[config.mk]
export PLATFORM = sky130hd
export DESIGN_NAME = vert_timing_flat
export DESIGN_NICKNAME = d
export VERILOG_FILES = /design/src/rtl/vert_timing_if.sv /design/src/rtl/vert_timing.sv /design/src/flat_wrapper.sv
export SDC_FILE = /design/constraint.sdc
export NUM_CORES = 1
export LEC_CHECK = 0
export ABC_AREA = 1
export CORE_MARGIN = 4
export CORE_UTILIZATION = 53
export CTS_CLUSTER_DIAMETER = 50
export DETAILED_ROUTE_END_ITERATION = 8
export HOLD_SLACK_MARGIN = 0.06
export PLACE_DENSITY = 0.88
export REMOVE_ABC_BUFFERS = 1
export SLEW_MARGIN = 20
export SYNTH_ARGS = -nofsm -noshare
export SYNTH_HDL_FRONTEND = slang
export SYNTH_SLANG_ARGS = --single-unit
export TNS_END_PERCENT = 30
[constraint.sdc]
create_clock -name pixelClk -period 1.9 [get_ports pixelClk]
set_input_delay 0.38 -clock pixelClk [delete_from_list [all_inputs] [get_ports pixelClk]]
set_output_delay 0.38 -clock pixelClk [all_outputs]
set_load 0.02 [all_outputs]
[src/rtl/vert_timing_if.sv]
// rtl/vert_timing_if.sv - line-rate handshake between horizontal and vertical timing stages
interface vert_timing_if #(
    parameter int LW = 10
) ();
    logic          lineEnd;
    logic          hDataValid;
    logic [LW-1:0] lineNum;
    logic          vsync;
    logic          vDataValid;
    logic          frameStart;
    logic          pixelValid;

    modport master (
        output lineEnd,
        output hDataValid,
        input  lineNum,
        input  vsync,
        input  vDataValid,
        input  frameStart,
        input  pixelValid
    );

    modport slave (
        input  lineEnd,
        input  hDataValid,
        output lineNum,
        output vsync,
        output vDataValid,
        output frameStart,
        output pixelValid
    );
endinterface

[src/rtl/vert_timing.sv]
// rtl/vert_timing.sv - vertical timing generator: line counter, vsync, data-valid, frame start
module vert_timing #(
    parameter int V_VISIBLE = 480,
    parameter int V_FRONT   = 10,
    parameter int V_SYNC    = 2,
    parameter int V_BACK    = 33,
    parameter bit SYNC_POL  = 1'b0
) (
    input  logic        pixelClk,
    input  logic        rst,
    vert_timing_if.slave tif
);
    localparam int V_TOTAL = V_VISIBLE + V_FRONT + V_SYNC + V_BACK;
    localparam int LW      = $clog2(V_TOTAL);

    // Last line of each region; the FSM leaves the region on the lineEnd of that line.
    localparam logic [LW-1:0] VIS_LAST  = LW'(V_VISIBLE - 1);
    localparam logic [LW-1:0] FP_LAST   = LW'(V_VISIBLE + V_FRONT - 1);
    localparam logic [LW-1:0] SYNC_LAST = LW'(V_VISIBLE + V_FRONT + V_SYNC - 1);
    localparam logic [LW-1:0] BP_LAST   = LW'(V_TOTAL - 1);

    if (V_VISIBLE < 1 || V_FRONT < 1 || V_SYNC < 1 || V_BACK < 1) begin : g_bad_param
        $error("vert_timing: every V_* parameter must be >= 1");
    end

    typedef enum logic [1:0] {
        S_VIS  = 2'd0,
        S_FP   = 2'd1,
        S_SYNC = 2'd2,
        S_BP   = 2'd3
    } state_t;

    state_t        state;
    state_t        state_nxt;
    logic [LW-1:0] line;
    logic [LW-1:0] line_nxt;
    logic          wrap;
    logic          vsync_q;
    logic          vdv_q;
    logic          fs_q;
    logic          pv_q;

    // Next line/state: only a lineEnd advances; the BP exit is the only wrap point.
    always_comb begin
        state_nxt = state;
        line_nxt  = line;
        wrap      = 1'b0;
        if (tif.lineEnd) begin
            line_nxt = line + 1'b1;
            case (state)
                S_VIS:  if (line == VIS_LAST)  state_nxt = S_FP;
                S_FP:   if (line == FP_LAST)   state_nxt = S_SYNC;
                S_SYNC: if (line == SYNC_LAST) state_nxt = S_BP;
                S_BP: begin
                    if (line == BP_LAST) begin
                        state_nxt = S_VIS;
                        line_nxt  = '0;
                        wrap      = 1'b1;
                    end
                end
                default: begin
                    state_nxt = S_VIS;
                    line_nxt  = '0;
                end
            endcase
        end
    end

    // State and line registers.
    always_ff @(posedge pixelClk or negedge rst) begin
        if (!rst) begin
            state <= S_VIS;
            line  <= '0;
        end else begin
            state <= state_nxt;
            line  <= line_nxt;
        end
    end

    // Outputs decoded from the next state so they switch on the same edge as the line count.
    always_ff @(posedge pixelClk or negedge rst) begin
        if (!rst) begin
            vsync_q <= ~SYNC_POL;
            vdv_q   <= 1'b1;
            fs_q    <= 1'b0;
            pv_q    <= 1'b0;
        end else begin
            vsync_q <= (state_nxt == S_SYNC) ? SYNC_POL : ~SYNC_POL;
            vdv_q   <= (state_nxt == S_VIS);
            fs_q    <= wrap;
            pv_q    <= tif.hDataValid & vdv_q;
        end
    end

    assign tif.lineNum    = line;
    assign tif.vsync      = vsync_q;
    assign tif.vDataValid = vdv_q;
    assign tif.frameStart = fs_q;
    assign tif.pixelValid = pv_q;
endmodule

[src/flat_wrapper.sv]
// flat-port wrapper written by rule: the top's interface ports become plain ports
module vert_timing_flat 
#(
    parameter int V_VISIBLE = 480,
    parameter int V_FRONT   = 10,
    parameter int V_SYNC    = 2,
    parameter int V_BACK    = 33,
    parameter bit SYNC_POL  = 1'b0
)
  (pixelClk, rst, tif_lineEnd, tif_hDataValid, tif_lineNum, tif_vsync, tif_vDataValid, tif_frameStart, tif_pixelValid);
  vert_timing_if #(.LW((10))) tif_i ();
  input  logic pixelClk;
  input  logic rst;
  input wire logic [$bits(tif_i.lineEnd)-1:0] tif_lineEnd;
  input wire logic [$bits(tif_i.hDataValid)-1:0] tif_hDataValid;
  output wire logic [$bits(tif_i.lineNum)-1:0] tif_lineNum;
  output wire logic [$bits(tif_i.vsync)-1:0] tif_vsync;
  output wire logic [$bits(tif_i.vDataValid)-1:0] tif_vDataValid;
  output wire logic [$bits(tif_i.frameStart)-1:0] tif_frameStart;
  output wire logic [$bits(tif_i.pixelValid)-1:0] tif_pixelValid;
  assign tif_i.lineEnd = tif_lineEnd;
  assign tif_i.hDataValid = tif_hDataValid;
  assign tif_lineNum = tif_i.lineNum;
  assign tif_vsync = tif_i.vsync;
  assign tif_vDataValid = tif_i.vDataValid;
  assign tif_frameStart = tif_i.frameStart;
  assign tif_pixelValid = tif_i.pixelValid;
  vert_timing #(.V_VISIBLE(V_VISIBLE), .V_FRONT(V_FRONT), .V_SYNC(V_SYNC), .V_BACK(V_BACK), .SYNC_POL(SYNC_POL)) u_core (.pixelClk(pixelClk), .rst(rst), .tif(tif_i));
endmodule
==> reports/metrics.csv <==
stage,metric,value,unit
outcome,status,"finished, final reports clean",
setup_path,CP Max Fanout,2,
placement,DP Worst Slack,0.106,ns
power,Total Power,1.55,mW
routing,M1 wire length,748,um
clocking,setup bufs post-CTS,0,
setup_path,Critical R2R Capture,u_core.tif.lineNum[1]$_DFFE_PN0P_,
floorplanning,starting density of the core,57.8,%
sta,worst-margin pin slew,0.242,ns
sta,RSZ-0062 raised after global routing,false,
sta,final count of negative-setup-slack endpoints,0,
yosys,synthesized cell area,891,um^2
cells_and_area,multi-input gate area in the final layout,402,um^2
yosys,commonest cells in the netlist,"nand2_1 (25), inv_1 (20), dfrtp_1 (14), nor2_1 (14), nor2_2 (6)",
yosys,count of warnings emitted by yosys,0,
yosys,flop and latch count out of synthesis,16,
floorplanning,ports placed on the boundary,18,
setup_path,critical path launch point type,flop,
power,total power density per cell area,1380,mW/mm^2
clocking,number of buffers between clock root and the deepest sink,2,
grt,final global-route overflow total,0,
grt,antenna violations before repair,0,
routing,top routing layer in use,met4,
sta,Final Critical Period,1.79,ns
yosys,most used flip-flop cell after synthesis,dfrtp_1,
clocking,root buffer cell,clkbuf_4,
routing,count of unresolved DRC violations after routing,0,
yosys,area fraction of the dominant cell type after synthesis,39.3,%
floorplanning,area of the placeable core,0.00154,mm^2
cells_and_area,Post-layout nets,140,
floorplanning,die area,0.00240,mm^2
routing,detailed-routed wire length on met2,794,um
setup_path,slowest cell on the critical path,clkdlybuf4s50_1,
cells_and_area,layout filler cell count,127,
yosys,cell types occupying the most area after synthesis,"dfrtp_1 (39%), nand2_1 (11%), inv_1 (8.4%), dfstp_2 (5.9%), nor2_1 (5.9%)",
cells_and_area,fraction of layout cells with a size suffix above 1,21.2,%
routing,via density per instance,4.82,
routing,total routed wirelength,1660,um
setup_path,Levels on crit path,1,
yosys,proportion of register bits with asynchronous set or reset after synthesis,100,%
sta,slack of the critical path,0.109,ns
setup_path,startpoint of the worst-slack reg-to-reg timing path,u_core.tif.lineNum[0]$_DFFE_PN0P_,
sta,Rel. slew slack,83.8,%
sta,Final TNS setup,0,ns
sta,number of hold violations in the final report,0,
setup_path,signal arrival time at the worst endpoint,1.41,ns
job,# Max-Cap Violations,0,
clocking,number of hold-repair buffers added at the cts stage,0,
floorplanning,num rows,14,
grt,GRT Overall Usage,15.4,%
clocking,Num Clock Sinks,16,
setup_path,Top delay family on crit path,buffers and inverters,
cells_and_area,register area,403,um^2
yosys,gate count after technology mapping,110,
setup_path,end point of the critical path,tif_vDataValid,
sta,Max Clk Rate,558,MHz
yosys,count of flip-flops with a built-in enable after synthesis,0,
setup_path,Worst Reg2Reg Path Length in Cells,7,
placement,estimated wirelength of the detail-placed design,1340,um
routing,TritonRoute pass-1 iters,4,
floorplanning,Vert. Die Dim,49,um
sta,final setup skew,0.00165,ns
setup_path,R2R Setup Slk,0.43,ns
setup_path,kind of end point of the critical path,output pin,
sta,worst hold slack across all endpoints,0.404,ns
yosys,Synth cell types,21,
cells_and_area,number of antenna repair diodes,0,
power,Static Leak,0.563,nW
routing,detailed-routed wire length on met3,82,um
routing,post-detailed-route wirelength per cell,11.2,um
cells_and_area,Area Growth Syn to Fin,26.3,%
setup_path,Setup crit start,u_core.tif.vDataValid$_DFF_PN1_,
routing,Post-DRT Antenna Nets,0,
clocking,CTS tree,yes,
routing,count of vias placed by the detailed router,713,
clocking,CTS H-tree depth,1,
placement,Inst Count DP,144,
power,worst-case vdd ir drop,0.830,mV
cells_and_area,Non-Filler Instances,148,
yosys,Mean Syn Cell Area,8.10,um^2
setup_path,Setup CP Type,reg -> out,
grt,vias in the first global route,685,
hold_path,class of the tightest hold or removal check,in -> async,
sta,final period utilization,94.3,%
clocking,clock transition at the register clock pins on the worst setup and hold paths after CTS,0.09,ns
clocking,number of instances resized during post-cts repair,0,
grt,wire length of the first global-routing pass,3020,um
floorplanning,overall die width,49,um
grt,largest net degree at the start of global routing,17,
yosys,fraction of the yosys area taken by sequential cells,45.2,%
setup_path,required time at the endpoint of the critical path,1.52,ns
routing,drt first-iter violations,2,
placement,Placer Congestion,0.831,
clocking,number of CTS-inserted buffers,3,
setup_path,maximum single-stage delay on the critical path,0.60,ns
yosys,library cell occupying the most area in the post-synthesis netlist,dfrtp_1,
setup_path,number of buffer and inverter stages on the critical path,1,
sta,max-slew violation count,0,
setup_path,worst-path cell chain,clkdlybuf4s50_1,
yosys,cell with the most instances after synthesis,nand2_1,
clocking,Worst-Skew Late Latency,0.28,ns
placement,count of input and output buffers,17,
metal layers:
layer,up-vias,track usage [%]
met5,-,0
met4,0,5.38
met3,5,3.36
met2,14,25.0
met1,316,20.1
li1,378,-
power by group:
group	leakage, nW	internal, mW	total [mW]	switching [mW]
Clock	0.0210	0.117	0.219	0.102
Combinational	0.351	0.317	0.728	0.412
Sequential	0.191	0.468	0.602	0.134
worst min-delay path by stage:
| stage | from | endpoint | slack, ns | depth (start not counted) |
|---|---|---|---|---|
| finish | rst | u_core.tif.lineNum[4]$_DFFE_PN0P_ | 0.40 | 2 |
| CTS | rst | u_core.tif.lineNum[6]$_DFFE_PN0P_ | 0.40 | 2 |
| global route | rst | u_core.tif.pixelValid$_DFF_PN0_ | 0.40 | 2 |
| floorplan | rst | u_core.state[0]$_DFF_PN0_ | 0.08 | 0 |
| global placement | u_core.tif.vDataValid$_DFF_PN1_ | u_core.tif.pixelValid$_DFF_PN0_ | 0.46 | 2 |
| detailed placement | u_core.tif.vDataValid$_DFF_PN1_ | u_core.tif.pixelValid$_DFF_PN0_ | 0.48 | 2 |
placed cells by master (no fill, tap or decap), drive strengths merged:
master | netlist | layout
nand2 | 28 | 28
inv | 23 | 23
nor2 | 21 | 21
clkdlybuf4s50 | 0 | 17
dfrtp | 14 | 14
nand3 | 6 | 6
clkbuf | 0 | 4
xor2 | 3 | 3
ha | 3 | 3
o21ai | 3 | 3
a21oi | 2 | 2
dfstp | 2 | 2
nand4 | 1 | 1
nor3 | 1 | 1
xnor2 | 1 | 1
o211ai | 1 | 1
o21bai | 1 | 1
buf | 0 | 1
per-stage QoR:
stage / area [um^2] / util [%]
after global placement: 1090 / 70.6
after detailed placement: 1090 / 70.6
after global routing: 1120 / 73.0
final: 1120 / 73.0
after floorplan: 891 / -
after CTS: 1120 / 73.0
logic make-up after synthesis:
group / count (synthesis) / share of synthesized area, %
xor+xnor: 4 / 3.93
flops: 16 / 45.2
fa+ha+maj: 3 / 4.21
compound gates: 7 / 7.16
buf+inv: 23 / 9.69
simple gates: 57 / 29.8
registers in the layout, indices dropped and copies added (netlist names):
name,flops
u_core.tif.vsync,1
u_core.tif.pixelValid,1
u_core.tif.frameStart,1
u_core.state,2
u_core.tif.vDataValid,1
u_core.tif.lineNum,10
final cells by class:
| cell class | instances | area share [%] |
|---|---|---|
| flip-flops and latches | 16 | 35.8 |
| multi-input cells | 71 | 35.7 |
| well taps | 16 | 1.78 |
| inverters | 23 | 7.68 |
| repair buffers | 18 | 15.8 |
| clock buffers | 4 | 3.23 |
Power figures use the tool's default switching activity.
